`src/rtl/poly_add3_seq.sv`:
```
// poly_add3_seq: sequences v = y + msg_poly + e2 (mod q) over one polynomial, one coefficient per cycle
module poly_add3_seq #(
  parameter int DATA_WID = 12,
  parameter int N_COEF = 256,
  parameter int ADDR_WID = 8,
  parameter int Q = 3329
) (
  input  logic                clk,
  input  logic                rst_n,
  input  logic                start,
  output logic                rd_en,
  output logic [ADDR_WID-1:0] rd_addr,
  input  logic [DATA_WID-1:0] y_coef,
  input  logic [DATA_WID-1:0] m_coef,
  input  logic [DATA_WID-1:0] e_coef,
  output logic                wr_en,
  output logic [ADDR_WID-1:0] wr_addr,
  output logic [DATA_WID-1:0] wr_data,
  output logic                busy,
  output logic                done,
  output logic                range_err
);
  typedef enum logic [1:0] {IDLE, ISSUE, DRAIN, FIN} state_t;
  localparam logic [DATA_WID-1:0] QD = DATA_WID'(Q);
  localparam logic [DATA_WID:0] QW = (DATA_WID+1)'(Q);
  state_t state, nxt;
  logic [1:0] dcnt;
  logic v0, v1, last;
  logic [ADDR_WID-1:0] a0, a1;
  logic [DATA_WID-1:0] s1, e1, red_a, red_b;
  logic [DATA_WID:0] sum_a, sum_b;
  assign last = rd_addr == ADDR_WID'(N_COEF - 1);
  always_comb begin
    nxt = state == IDLE ? (start ? ISSUE : IDLE) :
          state == ISSUE ? (last ? DRAIN : ISSUE) :
          state == DRAIN ? (dcnt == 2'd2 ? FIN : DRAIN) : IDLE;
    rd_en = state == ISSUE;
    busy = state == ISSUE || state == DRAIN;
    done = state == FIN;
  end
  // Carry-out stays in the compare; only one subtraction per stage
  always_comb begin
    sum_a = {1'b0, y_coef} + {1'b0, m_coef};
    red_a = sum_a >= QW ? DATA_WID'(sum_a - QW) : sum_a[DATA_WID-1:0];
    sum_b = {1'b0, s1} + {1'b0, e1};
    red_b = sum_b >= QW ? DATA_WID'(sum_b - QW) : sum_b[DATA_WID-1:0];
  end
  always_ff @(posedge clk or negedge rst_n) begin
    if (!rst_n) begin
      state <= IDLE;
      rd_addr <= '0;
      dcnt <= '0;
      v0 <= 1'b0;
      v1 <= 1'b0;
      a0 <= '0;
      a1 <= '0;
      s1 <= '0;
      e1 <= '0;
      wr_en <= 1'b0;
      wr_addr <= '0;
      wr_data <= '0;
      range_err <= 1'b0;
    end else begin
      state <= nxt;
      rd_addr <= state == IDLE ? '0 : (state == ISSUE && !last) ? rd_addr + 1'b1 : rd_addr;
      dcnt <= state == DRAIN ? dcnt + 2'd1 : 2'd0;
      v0 <= rd_en;
      a0 <= rd_addr;
      v1 <= v0;
      a1 <= a0;
      s1 <= red_a;
      e1 <= e_coef;
      wr_en <= v1;
      wr_addr <= a1;
      wr_data <= red_b;
      range_err <= (state == IDLE && start) ? 1'b0 :
                   range_err | (v0 && (y_coef >= QD || m_coef >= QD || e_coef >= QD));
    end
  end
endmodule

```
`config.mk`:
```
export PLATFORM = sky130hd
export DESIGN_NAME = poly_add3_seq
export DESIGN_NICKNAME = d
export VERILOG_FILES = /design/src/rtl/poly_add3_seq.sv
export SDC_FILE = /design/constraint.sdc
export NUM_CORES = 1
export LEC_CHECK = 0
export BUFFER_PORTS_ARGS = -buffer_cell sky130_fd_sc_hd__buf_2
export CORE_ASPECT_RATIO = 0.7
export CORE_MARGIN = 2
export CORE_UTILIZATION = 39
export DETAILED_ROUTE_END_ITERATION = 12
export GPL_TIMING_DRIVEN = 0
export HOLD_SLACK_MARGIN = 0.08
export MAX_ROUTING_LAYER = met4
export SLEW_MARGIN = 20
export SYNTH_ARGS = -nofsm -noshare
export SYNTH_HDL_FRONTEND = slang
export SYNTH_SLANG_ARGS = --single-unit
```
`constraint.sdc`:
```
create_clock -name clk -period 3.67 [get_ports clk]
set_input_delay 0.367 -clock clk [delete_from_list [all_inputs] [get_ports clk]]
set_output_delay 0.367 -clock clk [all_outputs]
set_load 0.005 [all_outputs]
```
==> impl_metrics.env, run 1 <==
export IMPL_synthCells=392
export IMPL_clock_root_buffer="clkbuf_16"
export IMPL_cts_sinks=76
export IMPL_slowest_stage="o31ai_4"
export IMPL_area_growth_pct=20.16
export IMPL_port_buffers=71
export IMPL_seq_area_frac_synth_pct=44.41
export IMPL_antennaDiodeCount=0
export IMPL_syn_area_um2=4283
export IMPL_dp_slack_ns=0.1173
export IMPL_final_common_cell="dfrtp_1"
export IMPL_power_density_nw_per_um2=608.5
export IMPL_drv_slew=0
export IMPL_status="finished, final reports clean"
export IMPL_hpwlAfterDp_um=6993
export IMPL_worstPathRequired_ns=3.89
export IMPL_r2r_slack_ns=0.45
export IMPL_grt_pass1_wl_um=15120
export IMPL_cp_arrival_ns=3.49
export IMPL_critical_path_max_fanout=9
export IMPL_drtIter0Drc=190
export IMPL_antenna_left=0
export IMPL_die_h_um=91.68
export IMPL_p_int_mw=1.978
export IMPL_met2_usage_pct=23.03
export IMPL_nFillCells=971
export IMPL_layout_common_cells="76 x dfrtp_1, 70 x buf_2, 34 x ha_1"
export IMPL_synthFlopType="dfrtp_1"
export IMPL_grt_max_degree=55
export IMPL_p_seq_share_pct=31.7
export IMPL_viasPerCell=5.227
export IMPL_routabilityCongestion=0.8697
export IMPL_finClkSkew_ns=0.004990
export IMPL_synth_edf_count=0
export IMPL_drc=0
export IMPL_coreArea_um2=10510
export IMPL_startpoint_type="input pin"
export IMPL_path_cells="buf_2 -> ha_1 -> fa_1 -> a211oi_1 -> o211ai_1 -> a41oi_1 -> xor2_1 -> o31ai_4 -> o21ai_4 -> mux2_1"
export IMPL_rows=31
export IMPL_hold_viol_final=0
export IMPL_htree_levels=3
export IMPL_fin_tns_setup_ns=0
export IMPL_worstHoldEndpoint="e1[8]$_DFF_PN0_"
export IMPL_wl_per_cell_um=14.08
export IMPL_grt_util_met3_pct=5.426
export IMPL_use_met1_pct=23.33
export IMPL_reg2regPathDepth=9
export IMPL_grt_busiest_layer="met1"
export IMPL_setup_viol=0
export IMPL_cts_tree="built"
export IMPL_period_share_pct=89.16
export IMPL_syn_area_per_cell_um2=10.93
export IMPL_die_w_um=129.3
export IMPL_yosys_register_bits=76
export IMPL_routed_wl_um=8858
export IMPL_drive_gt1_share_pct=24.12
export IMPL_antenna_found_initial=0
export IMPL_peakVddDrop_uv=315.9
export IMPL_synthesis_nets=467
export IMPL_hp_class="input pin to flop"
export IMPL_pwr_share_comb_pct=41.9
export IMPL_dp_cells=612
export IMPL_cap_violations=0
export IMPL_worst_pin_slew_ns=0.6717
export IMPL_worstHoldStart="e_coef[8]"
export IMPL_cts_made_buffers=9
export IMPL_fmax_ghz=0.3056
export IMPL_ys_types=66
export IMPL_p_clk_share_pct=26.4
export IMPL_leakagePower_nw=2.284
export IMPL_finalNonFillerCells=629
export IMPL_ys_warn_count=0
export IMPL_synthArstFlopShare_pct=100.0
export IMPL_worstReg2RegEnd="wr_data[1]$_DFF_PN0_"
export IMPL_design_portCount=72
export IMPL_min_period_ns=3.272
export IMPL_cts_max_path_buffers=2
export IMPL_fp_dieArea_um2=11850
export IMPL_initial_core_util_pct=40.75
export IMPL_slew_headroom_pct=54.95
export IMPL_worst_slack_ns=0.3980
export IMPL_firstDrtPassIters=4
export IMPL_worstHoldPathCells=1
export IMPL_track_usage_pct=16.59
export IMPL_critPathKind="input pin to flop"
export IMPL_rsz0062_at_grt="no"
export IMPL_rr_startpoint="s1[0]$_DFF_PN0_"
export IMPL_clk_pin_slew_ns=0.06
export IMPL_first_global_vias=3172
export IMPL_power_switching_mw=1.153
export IMPL_p_sw_share_pct=36.83
export IMPL_overflow=0
export IMPL_finalNetCount=551
export IMPL_vias=3288
export IMPL_slowest_delay_ns=0.54
export IMPL_clk_latency_ns=0.34
export IMPL_crit_path_end_kind="flop"
## final cells by class
class	instances	area (um2)	share of cell area, %
multi-input cells	294	2290	44.49
flip-flops and latches	76	1902	36.96
repair buffers	73	395.4	7.683
clock buffers	9	225.2	4.376
well taps	148	185.2	3.598
clock inverters	7	57.56	1.118
inverters	15	56.30	1.094
plain buffers	7	35.03	0.6808
## registers in the layout (all words and copies together) (netlist names), named ones only
signal and cells:
v0 1, wr_addr 8, range_err 1, dcnt 2, wr_data 12, rd_addr 8, e1 12, wr_en 1
a0 8, s1 12, v1 1, state 1, a1 8
## cells by family (layout without fill, tap and decap cells)
| kind of cell | Yosys count | after routing | synth area share, % |
|---|---|---|---|
| AO/OA/AOI/OAI | 115 | 115 | 21.06 |
| AND/OR/NAND/NOR | 102 | 102 | 12.85 |
| flip-flops | 76 | 76 | 44.41 |
| adder cells (fa/ha/maj) | 36 | 36 | 10.87 |
| XOR/XNOR | 36 | 36 | 7.362 |
| buffers and inverters | 22 | 111 | 2.132 |
| multiplexers | 5 | 5 | 1.315 |
## worst max path at each step
stage / start / end / slack, ns
after detailed placement: y_coef[0] / s1[1]$_DFF_PN0_ / 0.12
after CTS: y_coef[0] / s1[1]$_DFF_PN0_ / 0.45
after global routing: y_coef[0] / s1[1]$_DFF_PN0_ / 0.08
final: y_coef[0] / s1[1]$_DFF_PN0_ / 0.40
after global placement: y_coef[0] / s1[1]$_DFF_PN0_ / 0.17
after floorplan: y_coef[0] / s1[1]$_DFF_PN0_ / 0.66
## worst max-delay path: cells and delay by family
kind	cells	cell delay, ns
AOI/OAI and AO/OA	5	1.77
xor gates and xnor gates	1	0.22
adders and majority gates	2	0.68
buffers and inverters	1	0.11
muxes	1	0.35
## metal layers
layer,vias up,wire [um]
met2,88,3652
met5,-,0
li1,1628,-
met3,15,631
met1,1557,4429
met4,0,144
## stage by stage
stage                     instance area (um2)  util [%]  power (mW)  hold WS [ns]
after floorplan                          4283         -       1.993       0.07141
after CTS                                5146     48.96       3.158        0.1367
after global routing                     5146     48.96       3.369        0.1412
after detailed placement                 4853     46.17       2.318        0.2876
after global placement                   4823     45.89       2.287        0.3329
final                                    5146     48.96       3.132        0.1488
## synth_stat cells (all sizes together) (9+ instances only)
master | n | area share (%)
xor2 | 12 | 2.5
o21ai | 15 | 2.0
nand2 | 23 | 2.1
o2111ai | 9 | 1.8
ha | 34 | 9.9
xnor2 | 24 | 4.9
dfrtp | 76 | 44
o211ai | 16 | 2.9
nor2 | 24 | 2.1
a21oi | 24 | 3.0
a21o | 10 | 1.8
inv | 15 | 1.3
## power groups by stage
stage	sequential [mW]	combinational [mW]	clock [mW]
detailed placement	1.01	1.31	0
finish	0.993	1.31	0.826
global placement	1.01	1.28	0
global route	1.01	1.48	0.886
floorplan	1.02	0.976	0
CTS	0.996	1.31	0.848
## timing repair
item	4_1_cts	5_1_grt
gates resized for setup	0	0
buffers inserted	0	0
endpoints found under the hold margin	22	0
hold buffers	1	0
No activity file was read; power rests on OpenSTA's default activity.
==> inputs of run 2 (changes only) <==
Settings changed: PLACE_DENSITY_LB_ADDON from default to 0.12.
==> run 2 against run 1 <==
Effect of this change: power grew 2.8%; critical path depth shrank 1; cell area grew 0.53%; count of clock-buffer cells in the layout grew 1; clock skew grew 0.0016 ns; die area is the same; first-iteration DRC count shrank 31%; routed wire length grew 4.6%; register-to-register slack is essentially flat; clock power grew 10%; highest routed layer unchanged.
==> impl_metrics.env, run 2 (synthesis results as in run 1) <==
export IMPL_fin_tns_setup_ns=0
export IMPL_wl_per_cell_um=14.73
export IMPL_p_clk_share_pct=28.3
export IMPL_critical_path_max_fanout=8
export IMPL_power_switching_mw=1.154
export IMPL_drive_gt1_share_pct=24.12
export IMPL_rr_startpoint="s1[0]$_DFF_PN0_"
export IMPL_status="finished, final reports clean"
export IMPL_clock_root_buffer="clkbuf_16"
export IMPL_worstHoldPathCells=1
export IMPL_grt_pass1_wl_um=15590
export IMPL_slowest_stage="fa_1"
export IMPL_firstDrtPassIters=4
export IMPL_cp_startpoint="s1[0]$_DFF_PN0_"
export IMPL_placed_cell_area_um2=4853
export IMPL_slowest_delay_ns=0.46
export IMPL_overflow=0
export IMPL_drv_slew=0
export IMPL_nFillCells=984
export IMPL_routed_wl_um=9265
export IMPL_track_usage_pct=17.24
export IMPL_pwr_share_comb_pct=40.9
export IMPL_rows=31
export IMPL_die_h_um=91.68
export IMPL_startpoint_type="flop"
export IMPL_worst_slack_ns=0.4427
export IMPL_antenna_found_initial=0
export IMPL_path_cells="ha_1 -> fa_1 -> xor2_1 -> or4_4 -> a2bb2oi_2 -> nor4b_4 -> a21oi_2 -> o21a_1 -> mux2_4"
export IMPL_hp_class="input pin to flop"
export IMPL_post_cts_buffers=0
export IMPL_antenna_left=0
export IMPL_hpwlAfterDp_um=7174
export IMPL_min_period_ns=3.227
export IMPL_leakagePower_nw=2.301
export IMPL_worstHoldStart="e_coef[8]"
export IMPL_drc=0
export IMPL_grt_max_degree=54
export IMPL_rsz0062_at_grt="no"
export IMPL_finalNetCount=551
export IMPL_coreArea_um2=10510
export IMPL_fp_dieArea_um2=11850
export IMPL_crit_path_end_kind="flop"
export IMPL_reg2regPathDepth=9
export IMPL_final_common_cell="dfrtp_1"
export IMPL_cts_made_buffers=9
export IMPL_fin_util_pct=49.22
export IMPL_cts_resized=0
export IMPL_worstPathRequired_ns=3.89
export IMPL_worstReg2RegEnd="wr_data[1]$_DFF_PN0_"
export IMPL_design_portCount=72
export IMPL_clk_latency_ns=0.34
export IMPL_die_w_um=129.3
export IMPL_fmax_ghz=0.3099
export IMPL_period_share_pct=87.94
export IMPL_routabilityCongestion=0.8924
export IMPL_htree_levels=3
export IMPL_dp_slack_ns=0.1468
export IMPL_fin_hold_ws_ns=0.1499
export IMPL_p_sw_share_pct=35.87
export IMPL_port_buffers=71
export IMPL_worstHoldEndpoint="e1[8]$_DFF_PN0_"
export IMPL_drtIter0Drc=131
export IMPL_critPathKind="flop to flop"
export IMPL_power_density_nw_per_um2=622.0
export IMPL_peakVddDrop_uv=285.1
export IMPL_slew_headroom_pct=57.05
export IMPL_area_growth_pct=20.80
export IMPL_cap_violations=0
export IMPL_antennaDiodeCount=0
export IMPL_cp_arrival_ns=3.45
export IMPL_cts_sinks=76
export IMPL_cts_tree="built"
export IMPL_initial_core_util_pct=40.75
export IMPL_finClkSkew_ns=0.006565
export IMPL_stdcell_area_um2=5174
export IMPL_r2r_slack_ns=0.44
export IMPL_setup_viol=0
export IMPL_worst_pin_slew_ns=0.6404
export IMPL_layout_common_cells="76 x dfrtp_1, 70 x buf_2, 34 x ha_1"
export IMPL_viasPerCell=5.261
export IMPL_largestRegisters="e1: 12 flops, s1: 12 flops, wr_data: 12 flops"
export IMPL_p_int_mw=2.064
export IMPL_hold_viol_final=0
export IMPL_p_seq_share_pct=30.8
export IMPL_cts_max_path_buffers=2
export IMPL_vias=3309
export IMPL_first_global_vias=3197
export IMPL_clk_pin_slew_ns=0.06
run 2: cell count changes in the layout (fill, tap and decap cells not counted):
cell and delta:
bufinv_16 +1, clkbuf_8 +1, clkinvlp_4 -1, inv_6 -1
run 2: worst max path at each step:
stage / endpoint / slack, ns / cells past startpoint
floorplan: s1[1]$_DFF_PN0_ / 0.66 / 9
global placement: s1[1]$_DFF_PN0_ / 0.14 / 10
detailed placement: s1[1]$_DFF_PN0_ / 0.15 / 10
CTS: wr_data[1]$_DFF_PN0_ / 0.45 / 9
global route: s1[1]$_DFF_PN0_ / 0.22 / 10
finish: wr_data[1]$_DFF_PN0_ / 0.44 / 9
run 2: critical path: cells and delay by family (launching register included):
kind,cells,cell delay (ns)
AO/OA/AOI/OAI,3,0.66
XOR/XNOR,1,0.21
adder cells (fa/ha/maj),2,0.69
flip-flops,1,0.37
multiplexers,1,0.30
AND/OR/NAND/NOR,2,0.88
run 2: area by class of cell:
cell class,instances,area (um2),area share [%]
Timing Repair Buffer,73,395.4,7.642
Tap cell,148,185.2,3.579
Clock buffer,10,239.0,4.619
Buffer,7,35.03,0.6771
Clock inverter,6,71.32,1.378
Sequential cell,76,1902,36.76
Multi-Input combinational cell,294,2290,44.26
Inverter,15,56.30,1.088
run 2: per-stage QoR:
step	instances	total power [mW]
after global routing	629	3.455
after floorplan	392	1.993
after CTS	629	3.251
after detailed placement	612	2.320
after global placement	611	2.297
final	629	3.218
run 2: power by group through the flow:
stage / Sequential [mW] / Clock [mW] / Combinational, mW
finish: 0.993 / 0.911 / 1.31
global route: 1.01 / 0.978 / 1.47
CTS: 0.997 / 0.937 / 1.32
detailed placement: 1.01 / 0 / 1.31
global placement: 1.01 / 0 / 1.28
floorplan: 1.02 / 0 / 0.976
run 2: metal layers:
layer / wire length [um] / GRT usage [%] / up-vias
met5: 0 / - / -
met3: 644 / 5.368 / 12
li1: - / - / 1626
met4: 90 / 3.986 / 0
met1: 4693 / 24.16 / 1573
met2: 3837 / 24.43 / 98
run 2: what timing repair did:
item,CTS,global route
hold buffers,1,0
endpoints found under the hold margin,23,0
setup endpoints to repair,0,0
